==> src/rtl/mdu_seq_pkg.sv <==
// Shared encodings for the multiply/divide unit: op select, sequencer states
// and the SPECIAL funct codes CTRL decodes into MDU requests.
package mdu_seq_pkg;

  localparam logic [1:0] MDU_MULT  = 2'b00;
  localparam logic [1:0] MDU_MULTU = 2'b01;
  localparam logic [1:0] MDU_DIV   = 2'b10;
  localparam logic [1:0] MDU_DIVU  = 2'b11;

  localparam logic [5:0] FUNCT_MFHI  = 6'h10;
  localparam logic [5:0] FUNCT_MTHI  = 6'h11;
  localparam logic [5:0] FUNCT_MFLO  = 6'h12;
  localparam logic [5:0] FUNCT_MTLO  = 6'h13;
  localparam logic [5:0] FUNCT_MULT  = 6'h18;
  localparam logic [5:0] FUNCT_MULTU = 6'h19;
  localparam logic [5:0] FUNCT_DIV   = 6'h1a;
  localparam logic [5:0] FUNCT_DIVU  = 6'h1b;

  typedef enum logic [1:0] {
    MDU_IDLE = 2'd0,
    MDU_CALC = 2'd1,
    MDU_FIX  = 2'd2
  } mdu_state_e;

  // op[0]=0 selects the signed variant, op[1]=1 selects divide
  function automatic logic mdu_is_signed(input logic [1:0] op);
    return !op[0];
  endfunction

endpackage

==> src/rtl/mdu_signfix.sv <==
// Combinational sign correction applied to the raw unsigned result in FIX.
// Sign flags are already zero for unsigned ops, so no op-signedness input is needed.
module mdu_signfix #(
  parameter int W = 32
) (
  input  logic           is_div,
  input  logic           sa,
  input  logic           sb,
  input  logic [2*W-1:0] prod,
  output logic [W-1:0]   hi,
  output logic [W-1:0]   lo
);

  logic [2*W-1:0] prod_fix;
  logic [W-1:0]   q_fix;
  logic [W-1:0]   r_fix;

  always_comb begin
    prod_fix = (sa ^ sb) ? -prod : prod;
    q_fix    = (sa ^ sb) ? -prod[W-1:0] : prod[W-1:0];
    // truncating division: remainder follows the dividend's sign
    r_fix    = sa ? -prod[2*W-1:W] : prod[2*W-1:W];
    hi       = is_div ? r_fix : prod_fix[2*W-1:W];
    lo       = is_div ? q_fix : prod_fix[W-1:0];
  end

endmodule

==> src/rtl/mdu_seq.sv <==
// Bit-serial MULT/MULTU/DIV/DIVU sequencer owning HI/LO; result lands WIDTH+2 edges after start.
// MDU_EARLY_OUT_EN: multiplies finish as soon as the remaining multiplier bits are zero.
module mdu_seq
  import mdu_seq_pkg::*;
#(
  parameter int WIDTH = 32
) (
  input  logic             clk,
  input  logic             rst,
  input  logic             start,
  input  logic [1:0]       op,
  input  logic [WIDTH-1:0] a,
  input  logic [WIDTH-1:0] b,
  input  logic             wr_hi,
  input  logic             wr_lo,
  input  logic [WIDTH-1:0] wd,
  output logic             busy,
  output logic             done,
  output logic [WIDTH-1:0] hi,
  output logic [WIDTH-1:0] lo
);

  localparam int CW = $clog2(WIDTH) + 1;

  mdu_state_e         state_q, state_d;
  logic [CW-1:0]      cnt_q, cnt_d;
  logic [1:0]         op_q, op_d;
  logic               sa_q, sa_d, sb_q, sb_d;
  logic [WIDTH-1:0]   a_q, a_d, b_q, b_d;
  logic [2*WIDTH-1:0] prod_q, prod_d;
  logic               busy_q, busy_d, done_q, done_d;
  logic [WIDTH-1:0]   hi_q, hi_d, lo_q, lo_d;

  logic               a_neg, b_neg;
  logic [WIDTH-1:0]   a_mag, b_mag;
  logic [WIDTH:0]     mul_sum, div_shift, div_diff;
  logic [2*WIDTH-1:0] mul_next;
  logic [WIDTH-1:0]   fix_hi, fix_lo;
`ifdef MDU_EARLY_OUT_EN
  logic [CW-1:0]      align_sh;
`endif

  assign a_neg = mdu_is_signed(op) & a[WIDTH-1];
  assign b_neg = mdu_is_signed(op) & b[WIDTH-1];
  assign a_mag = a_neg ? -a : a;
  assign b_mag = b_neg ? -b : b;

  // multiply: prod shifts right, partial sum enters at the top
  assign mul_sum  = {1'b0, prod_q[2*WIDTH-1:WIDTH]} + {1'b0, (b_q[0] ? a_q : '0)};
  assign mul_next = {mul_sum, prod_q[WIDTH-1:1]};
  // divide: prod = {remainder, dividend/quotient}, shifting left
  assign div_shift = {prod_q[2*WIDTH-1:WIDTH], prod_q[WIDTH-1]};
  assign div_diff  = div_shift - {1'b0, b_q};
`ifdef MDU_EARLY_OUT_EN
  assign align_sh  = CW'(WIDTH - 1) - cnt_q;
`endif

  mdu_signfix #(.W(WIDTH)) u_signfix (
    .is_div (op_q[1]),
    .sa     (sa_q),
    .sb     (sb_q),
    .prod   (prod_q),
    .hi     (fix_hi),
    .lo     (fix_lo)
  );

  always_comb begin
    state_d = state_q;
    cnt_d   = cnt_q;
    op_d    = op_q;
    sa_d    = sa_q;
    sb_d    = sb_q;
    a_d     = a_q;
    b_d     = b_q;
    prod_d  = prod_q;
    busy_d  = busy_q;
    done_d  = 1'b0;
    hi_d    = hi_q;
    lo_d    = lo_q;
    case (state_q)
      MDU_IDLE: begin
        if (start) begin
          state_d = MDU_CALC;
          cnt_d   = '0;
          op_d    = op;
          sa_d    = a_neg;
          sb_d    = b_neg;
          a_d     = a_mag;
          b_d     = b_mag;
          prod_d  = op[1] ? {{WIDTH{1'b0}}, a_mag} : '0;
          busy_d  = 1'b1;
        end else begin
          if (wr_hi) hi_d = wd;
          if (wr_lo) lo_d = wd;
        end
      end
      MDU_CALC: begin
        cnt_d = cnt_q + 1'b1;
        if (op_q[1]) begin
          if (!div_diff[WIDTH]) prod_d = {div_diff[WIDTH-1:0], prod_q[WIDTH-2:0], 1'b1};
          else                  prod_d = {div_shift[WIDTH-1:0], prod_q[WIDTH-2:0], 1'b0};
        end else begin
          prod_d = mul_next;
          b_d    = b_q >> 1;
        end
        if (cnt_q == CW'(WIDTH - 1)) state_d = MDU_FIX;
`ifdef MDU_EARLY_OUT_EN
        if (!op_q[1] && (b_q >> 1) == '0) begin
          prod_d  = mul_next >> align_sh;
          state_d = MDU_FIX;
        end
`endif
      end
      MDU_FIX: begin
        state_d = MDU_IDLE;
        hi_d    = fix_hi;
        lo_d    = fix_lo;
        busy_d  = 1'b0;
        done_d  = 1'b1;
      end
      default: state_d = MDU_IDLE;
    endcase
  end

  always_ff @(posedge clk or negedge rst) begin
    if (!rst) begin
      state_q <= MDU_IDLE;
      cnt_q   <= '0;
      op_q    <= '0;
      sa_q    <= 1'b0;
      sb_q    <= 1'b0;
      a_q     <= '0;
      b_q     <= '0;
      prod_q  <= '0;
      busy_q  <= 1'b0;
      done_q  <= 1'b0;
      hi_q    <= '0;
      lo_q    <= '0;
    end else begin
      state_q <= state_d;
      cnt_q   <= cnt_d;
      op_q    <= op_d;
      sa_q    <= sa_d;
      sb_q    <= sb_d;
      a_q     <= a_d;
      b_q     <= b_d;
      prod_q  <= prod_d;
      busy_q  <= busy_d;
      done_q  <= done_d;
      hi_q    <= hi_d;
      lo_q    <= lo_d;
    end
  end

  assign busy = busy_q;
  assign done = done_q;
  assign hi   = hi_q;
  assign lo   = lo_q;

endmodule

==> config.mk <==
export PLATFORM = sky130hd
export DESIGN_NAME = mdu_seq
export DESIGN_NICKNAME = d
export VERILOG_FILES = /design/src/rtl/mdu_seq_pkg.sv /design/src/rtl/mdu_signfix.sv /design/src/rtl/mdu_seq.sv
export SDC_FILE = /design/constraint.sdc
export NUM_CORES = 1
export LEC_CHECK = 0
export CORE_AREA = 2 2 183 185
export DETAILED_ROUTE_END_ITERATION = 10
export DIE_AREA = 0 0 185 187
export DONT_BUFFER_PORTS = 1
export GPL_ROUTABILITY_DRIVEN = 0
export GPL_TIMING_DRIVEN = 0
export PLACE_DENSITY_LB_ADDON = 0.1
export SLEW_MARGIN = 20
export SYNTH_ARGS = -nofsm -noshare
export SYNTH_HDL_FRONTEND = slang
export SYNTH_SLANG_ARGS = --single-unit
==> constraint.sdc <==
create_clock -name clk -period 8 [get_ports clk]
set_clock_uncertainty 0.05 [all_clocks]
set_input_delay 2 -clock clk [delete_from_list [all_inputs] [get_ports clk]]
set_output_delay 2 -clock clk [all_outputs]
set_load 0.01 [all_outputs]
# [Yosys cells after proc, flatten, opt, wreduce, memory -nomap -nowiden]
# Index checks and enable logic that the tools add are counted.
[totals] output_inout_bits=66 reg_bits=206 elab_cells=73 in_bits=103
[classes] n_eq_ne=9 bitwise_logic=3 n_reduce_logical=11 mux=30 n_addsub=8
[op_table] op="2-to-1 mux 32 bit" count=14
[op_table] op="2-to-1 mux 64 bit" count=4
[op_table] op="case mux 32 bit (2 select lines)" count=3
[op_table] op="negator 32 bit" count=4
[op_table] op="case mux 64 bit (2 select lines)" count=1
[op_table] op="negator 64 bit" count=1
[op_table] op="adder 32 x 32 -> 33 bit" count=1
[op_table] op="subtractor 33 x 32 -> 33 bit" count=1
[op_table] op="!= test 2 bit (second input constant)" count=6
[op_table] op="case mux 6 bit (2 select lines)" count=1
[op_table] op="AND reduction 3 bit" count=3
[op_table] op="AND reduction 2 bit" count=4
[op_table] op="adder 6 x 1 -> 6 bit (second input constant)" count=1
[op_table] op="== test 6 x 5 -> 1 bit (second input constant)" count=1
[op_table] op="2-to-1 mux 6 bit" count=1
[op_table] op="2-to-1 mux 2 bit" count=2
[op_table] op="case mux 2 bit (2 select lines)" count=1
[op_table] op="nonzero test 2 bit" count=2
[op_table] op="bitwise AND 1 bit" count=2
[op_table] op="== test 2 x 1 -> 1 bit (second input constant)" count=1
[op_table] op="== test 2 bit (second input constant)" count=1
[op_table] op="logical NOT 2 bit" count=1
[op_table] op="2-to-1 mux 1 bit" count=2
[op_table] op="case mux 1 bit (2 select lines)" count=1
[op_table] op="other kinds (2)" count=2

# [Depth between registers and ports, before layout]
[depth] word_depth=6 ltp_mapped=14 mapped_depth_nobuf=13

# [Modules after synthesis]
# A second synthesis with hierarchy kept.
[hier_totals] cells_unflattened=1948 hier_area_um2=15904.0
[by_module_without_submodules] mod="mdu_seq" instances=1 cells_per_inst=1677 area_each_um2=14146.1 seq_area_each_um2=5129.9
[by_module_without_submodules] mod="mdu_signfix" instances=1 cells_per_inst=271 area_each_um2=1757.9 seq_area_each_um2=0.0

# [Worst setup path before layout]
# No wires, ideal clock.
[synth_timing] path_type="input to register" startpoint="input b[20]" endpoint="register b_q[30]" setup_slack_ns=3.748 setup_ns=0.104 required_time_ns=7.846 arrival_time_ns=4.099 path_buffers=0 stages=8 cell_sequence="or4_1 > or3_1 > or4_1 > nor2_1 > nand2_1 > o41ai_1 > xor2_1 > a221oi_1"
[synth_via] elab_chain_cells=4
[synth_lines] item="start, declared" line_no="mdu_seq.sv:13" text="input logic [WIDTH-1:0] b,"
[synth_lines] item="negator 32 bit" line_no="mdu_seq.sv:46" text="assign b_mag = b_neg ? -b : b;"
[synth_lines] item="2-to-1 mux 32 bit" line_no="mdu_seq.sv:46"
[synth_lines] item="2-to-1 mux 32 bit" line_no="mdu_seq.sv:82" text="if (start) begin"
[synth_lines] item="case mux 32 bit (2 select lines)" line_no="mdu_seq.sv:80" text="case (state_q)"
[synth_lines] item="end signal, assigned" line_no="mdu_seq.sv:133" text="b_q <= '0;"
[synth_lines] item="end signal, assigned" line_no="mdu_seq.sv:146" text="b_q <= b_d;"
[synth_lines] item="end, declared" line_no="mdu_seq.sv:29" text="logic [WIDTH-1:0] a_q, a_d, b_q, b_d;"
# No other way between the ends. The select of a mux whose other input is x is not followed.
# A chain may end at the register's enable or synchronous reset.

# [Worst setup path in the final report]
[layout_timing] startpoint="input b[10]" endpoint="register b_q[27]"
# Same word-level chain as after synthesis.

==> reports/qor_table.md <==
| Group | Result | Reported |
|---|---|---|
| synthesis | Number of instances in the synthesized netlist | 2070 |
| sta | Worst rel slew slack | 0.2787 |
| die | IO Count | 169 |
| synthesis | Synthesized Nets | 2244 |
| global route | Number of global-route vias before repair | 15470 |
| die | Total core area | 0.03286 sq mm |
| clocking | Post-cts repair resize count | 0 |
| pwr | Power per cell area | 435.6 mW/mm^2 |
| sta | Final worst path period share | 0.5412 |
| global route | Largest net degree at the start of global routing | 206 |
| finish | Fill cell total of the finished layout | 3255 |
| synthesis | Portion of synthesized cell area occupied by the leading cell type | 0.3175 |
| drt | Post-DRT Antenna Nets | 0 |
| clocking | Maximum buffer depth of the clock tree | 3 |
| clocking | Source-to-sink clock delay at the later pin of the worst-skew pair | 0.55 ns |
| sta | Transition time of the tightest slew-check pin | 1.055 ns |
| sta | Final critical path time including I/O delays and setup | 4.329 ns |
| finish | Total area of multi-input combinational cells | 0.01028 sq mm |
| synthesis | Count of flip-flops with a built-in enable after synthesis | 0 |
| sta | Setup repair after global routing missed its margin | false |
| finish | Total area of sequential cells | 0.005130 sq mm |
| worst setup path | CP Data Arrival Time | 4.67 ns |
| sta | Final number of hold-violating endpoints | 0 |
| clocking | Clock-pin transition on the worst setup and hold timing paths | 0.06 ns |
| synthesis | Library cell with the highest instance count after synthesis | nand2_1 |
| synthesis | Number of flip-flops and latches in the synthesized netlist | 205 |
| clocking | Cell at the root of the clock tree | clkbuf_16 |
| global route | Number of antenna violations at the first check in global routing | 0 |
| die | Standard-cell row count | 67 |
| synthesis | Synth Area per Inst | 7.805 sq um |
| synthesis | Commonest register cell after synthesis | dfrtp_1 |
| sta | Fmax | 231.0 MHz |
| sta | Total count of max-transition violations in the final report | 0 |
| synthesis | Share of synthesized area occupied by flip-flops and latches | 0.3175 |
| worst setup path | Critical path capture point type | flip-flop |
| synthesis | Synth top cells by count | nand2_1 (274), a21oi_1 (213), dfrtp_1 (205) |
| worst setup path | Critical path launch point type | input pin |
| clocking | Number of clock sinks seen by CTS | 205 |
| placement | Estimated wirelength of the detail-placed design | 45.66 mm |
| drt | Length of the first detailed-routing pass in iterations | 6 |
| worst setup path | Reg2reg path depth | 13 |
| clocking | Htree depth | 1 |
| global route | Global-route wire length before repair | 89.91 mm |
| worst setup path | Max FO, Critical Path | 7 |
| worst setup path | Required time worst endpoint | 8.34 ns |
| synthesis | Top cells by area, synth | dfrtp_1 (32%), a21oi_1 (6.6%), nand2_1 (6.4%) |
| clocking | Number of buffers added by the clock tree synthesis step | 24 |
| die | Initial Util | 0.4917 |
| synthesis | Syn Std Cell Area | 0.01616 sq mm |
| clocking | Number of buffers inserted to repair setup after CTS | 0 |
| sta | Total negative slack for setup checks | 0 ns |
| drt | DRC violations left | 0 |
| hold path | Min-Delay Path Depth | 2 |
| drt | Post-DR wirelength/cell | 22.91 microns |
| finish | Diode count | 0 |
| synthesis | Largest area contributor in the synthesized netlist | dfrtp_1 |
| die | Die W | 185 microns |
| global route | Remaining Overflow, GRT | 0 |
| placement | PortBufs | 0 |
| die | Die Area | 0.03460 sq mm |
| die | Y dimension of the die | 187 microns |
| finish | Share of the core filled with cells in the final layout | 0.5355 |
| outcome | Run status | finished clean |
| drt | Routed wire length | 58.67 mm |
| job | # Max-Cap Violations | 0 |
| synthesis | Number of warnings reported in the yosys synthesis log | 0 |
| worst setup path | Category of the critical setup timing path | input pin to flip-flop |
| global route | Total global-route track usage | 0.3329 |
| synthesis | Share of synthesized registers carrying an async set or reset | 1.000 |
| sta | # setup viols final | 0 |
| hold path | Type of the most critical hold path | flip-flop to flip-flop |
| pwr | Max IR drop VDD | 0.2120 mV |
| finish | Layout-stage area growth over the synthesis result | 8.921% |
| drt | Via density | 6.299 |
| clocking | Number of buffers inserted by hold repair at cts | 0 |
| pwr | Leakage | 7.263 nW |
| synthesis | Distinct cell type count of the synthesized netlist | 72 |
| clocking | CTS tree | built |
| drt | Iter 0 DRT Violations | 1513 |
| drt | Total vias in the final route | 16130 |
| finish | Share of final-layout standard cells stronger than drive strength 1 | 0.02934 |
| finish | Net count of the finished layout | 2270 |
-- registers in the layout, indices dropped and copies added, names as in the netlist --
name	cells
hi	32
sa_q	1
cnt_q	6
prod_q	64
op_q	1
done	1
lo	32
state_q	2
sb_q	1
a_q	32
b_q	32
busy	1
-- logic make-up after synthesis --
group	count (synthesis)	share of synthesized area
buf+inv	193	0.04608
xor+xnor	168	0.09107
fa+ha+maj	71	0.05591
simple gates	723	0.2051
mux	64	0.03981
flops	205	0.3175
compound gates	646	0.2445
-- critical path, stage by stage --
cell     delay [ns]
or4_1          0.57
nor3_1         0.32
nand3_1        0.16
nor4_1         0.78
and2_1         0.32
nor2_1         0.07
xor2_1         0.18
mux2i_1        0.16
o21ai_0        0.10
-- per-layer routing --
metal	wire [microns]	part of all wire	vias to the layer above	GRT usage
met5	0	0	-	0
met4	2287	0.039	0	0.1261
met3	5590	0.095	136	0.06581
met2	25810	0.44	736	0.5115
met1	24980	0.43	7769	0.4622
li1	-	-	7491	-
-- per-stage QoR --
stage | std cells | cell area [sq um] | hold slack, ns | setup slack, ns | power, mW
2_1_floorplan | 2070 | 16160 | 0.3881 | 3.748 | 5.050
3_5_place_dp | 2518 | 16720 | 0.4063 | 3.113 | 6.307
5_1_grt | 2561 | 17600 | 0.4537 | 3.416 | 8.188
4_1_cts | 2561 | 17600 | 0.4209 | 3.664 | 7.556
3_3_place_gp | 2518 | 16720 | 0.4045 | 3.152 | 6.232
6_report | 2561 | 17600 | 0.4195 | 3.671 | 7.666
-- worst paths after layout --
| path | end | startpoint | slack, ns |
|---|---|---|---|
| min reg2reg | a_q[22] | a_q[22] | 0.42 |
| min in group asynchronous | b_q[3] | rst | 1.10 |
| min | a_q[22] | a_q[22] | 0.42 |
| max | b_q[27] | b[10] | 3.67 |
| max in group asynchronous | a_q[25] | rst | 6.23 |
| max reg2reg | prod_q[56] | b_q[0] | 3.69 |
-- cell type report --
| cell class | instances | share of cell area |
|---|---|---|
| Clock inverter | 10 | 0.01059 |
| Clock buffer | 33 | 0.03946 |
| Buffer | 129 | 0.02865 |
| Inverter | 64 | 0.01365 |
| Sequential cell | 205 | 0.2915 |
| Multi-Input combinational cell | 1672 | 0.5843 |
| Tap cell | 448 | 0.03185 |
-- report_power, final --
group	switching, mW	internal [mW]
Combinational	2.64	1.71
Clock	0.473	0.766
Sequential	0.639	1.43
Total	3.76	3.91
-- cells in the final DEF (no fill, tap or decap), types with 47 or more instances in the layout --
master | netlist | routed
nand2_1 | 274 | 274
a21oi_1 | 213 | 213
dfrtp_1 | 205 | 205
nor2_1 | 192 | 192
o21ai_0 | 178 | 178
clkbuf_1 | 109 | 112
xnor2_1 | 85 | 85
xor2_1 | 83 | 83
ha_1 | 69 | 69
mux2i_1 | 62 | 62
inv_1 | 61 | 61
nor3_1 | 47 | 47
Power figures use the tool's default switching activity.
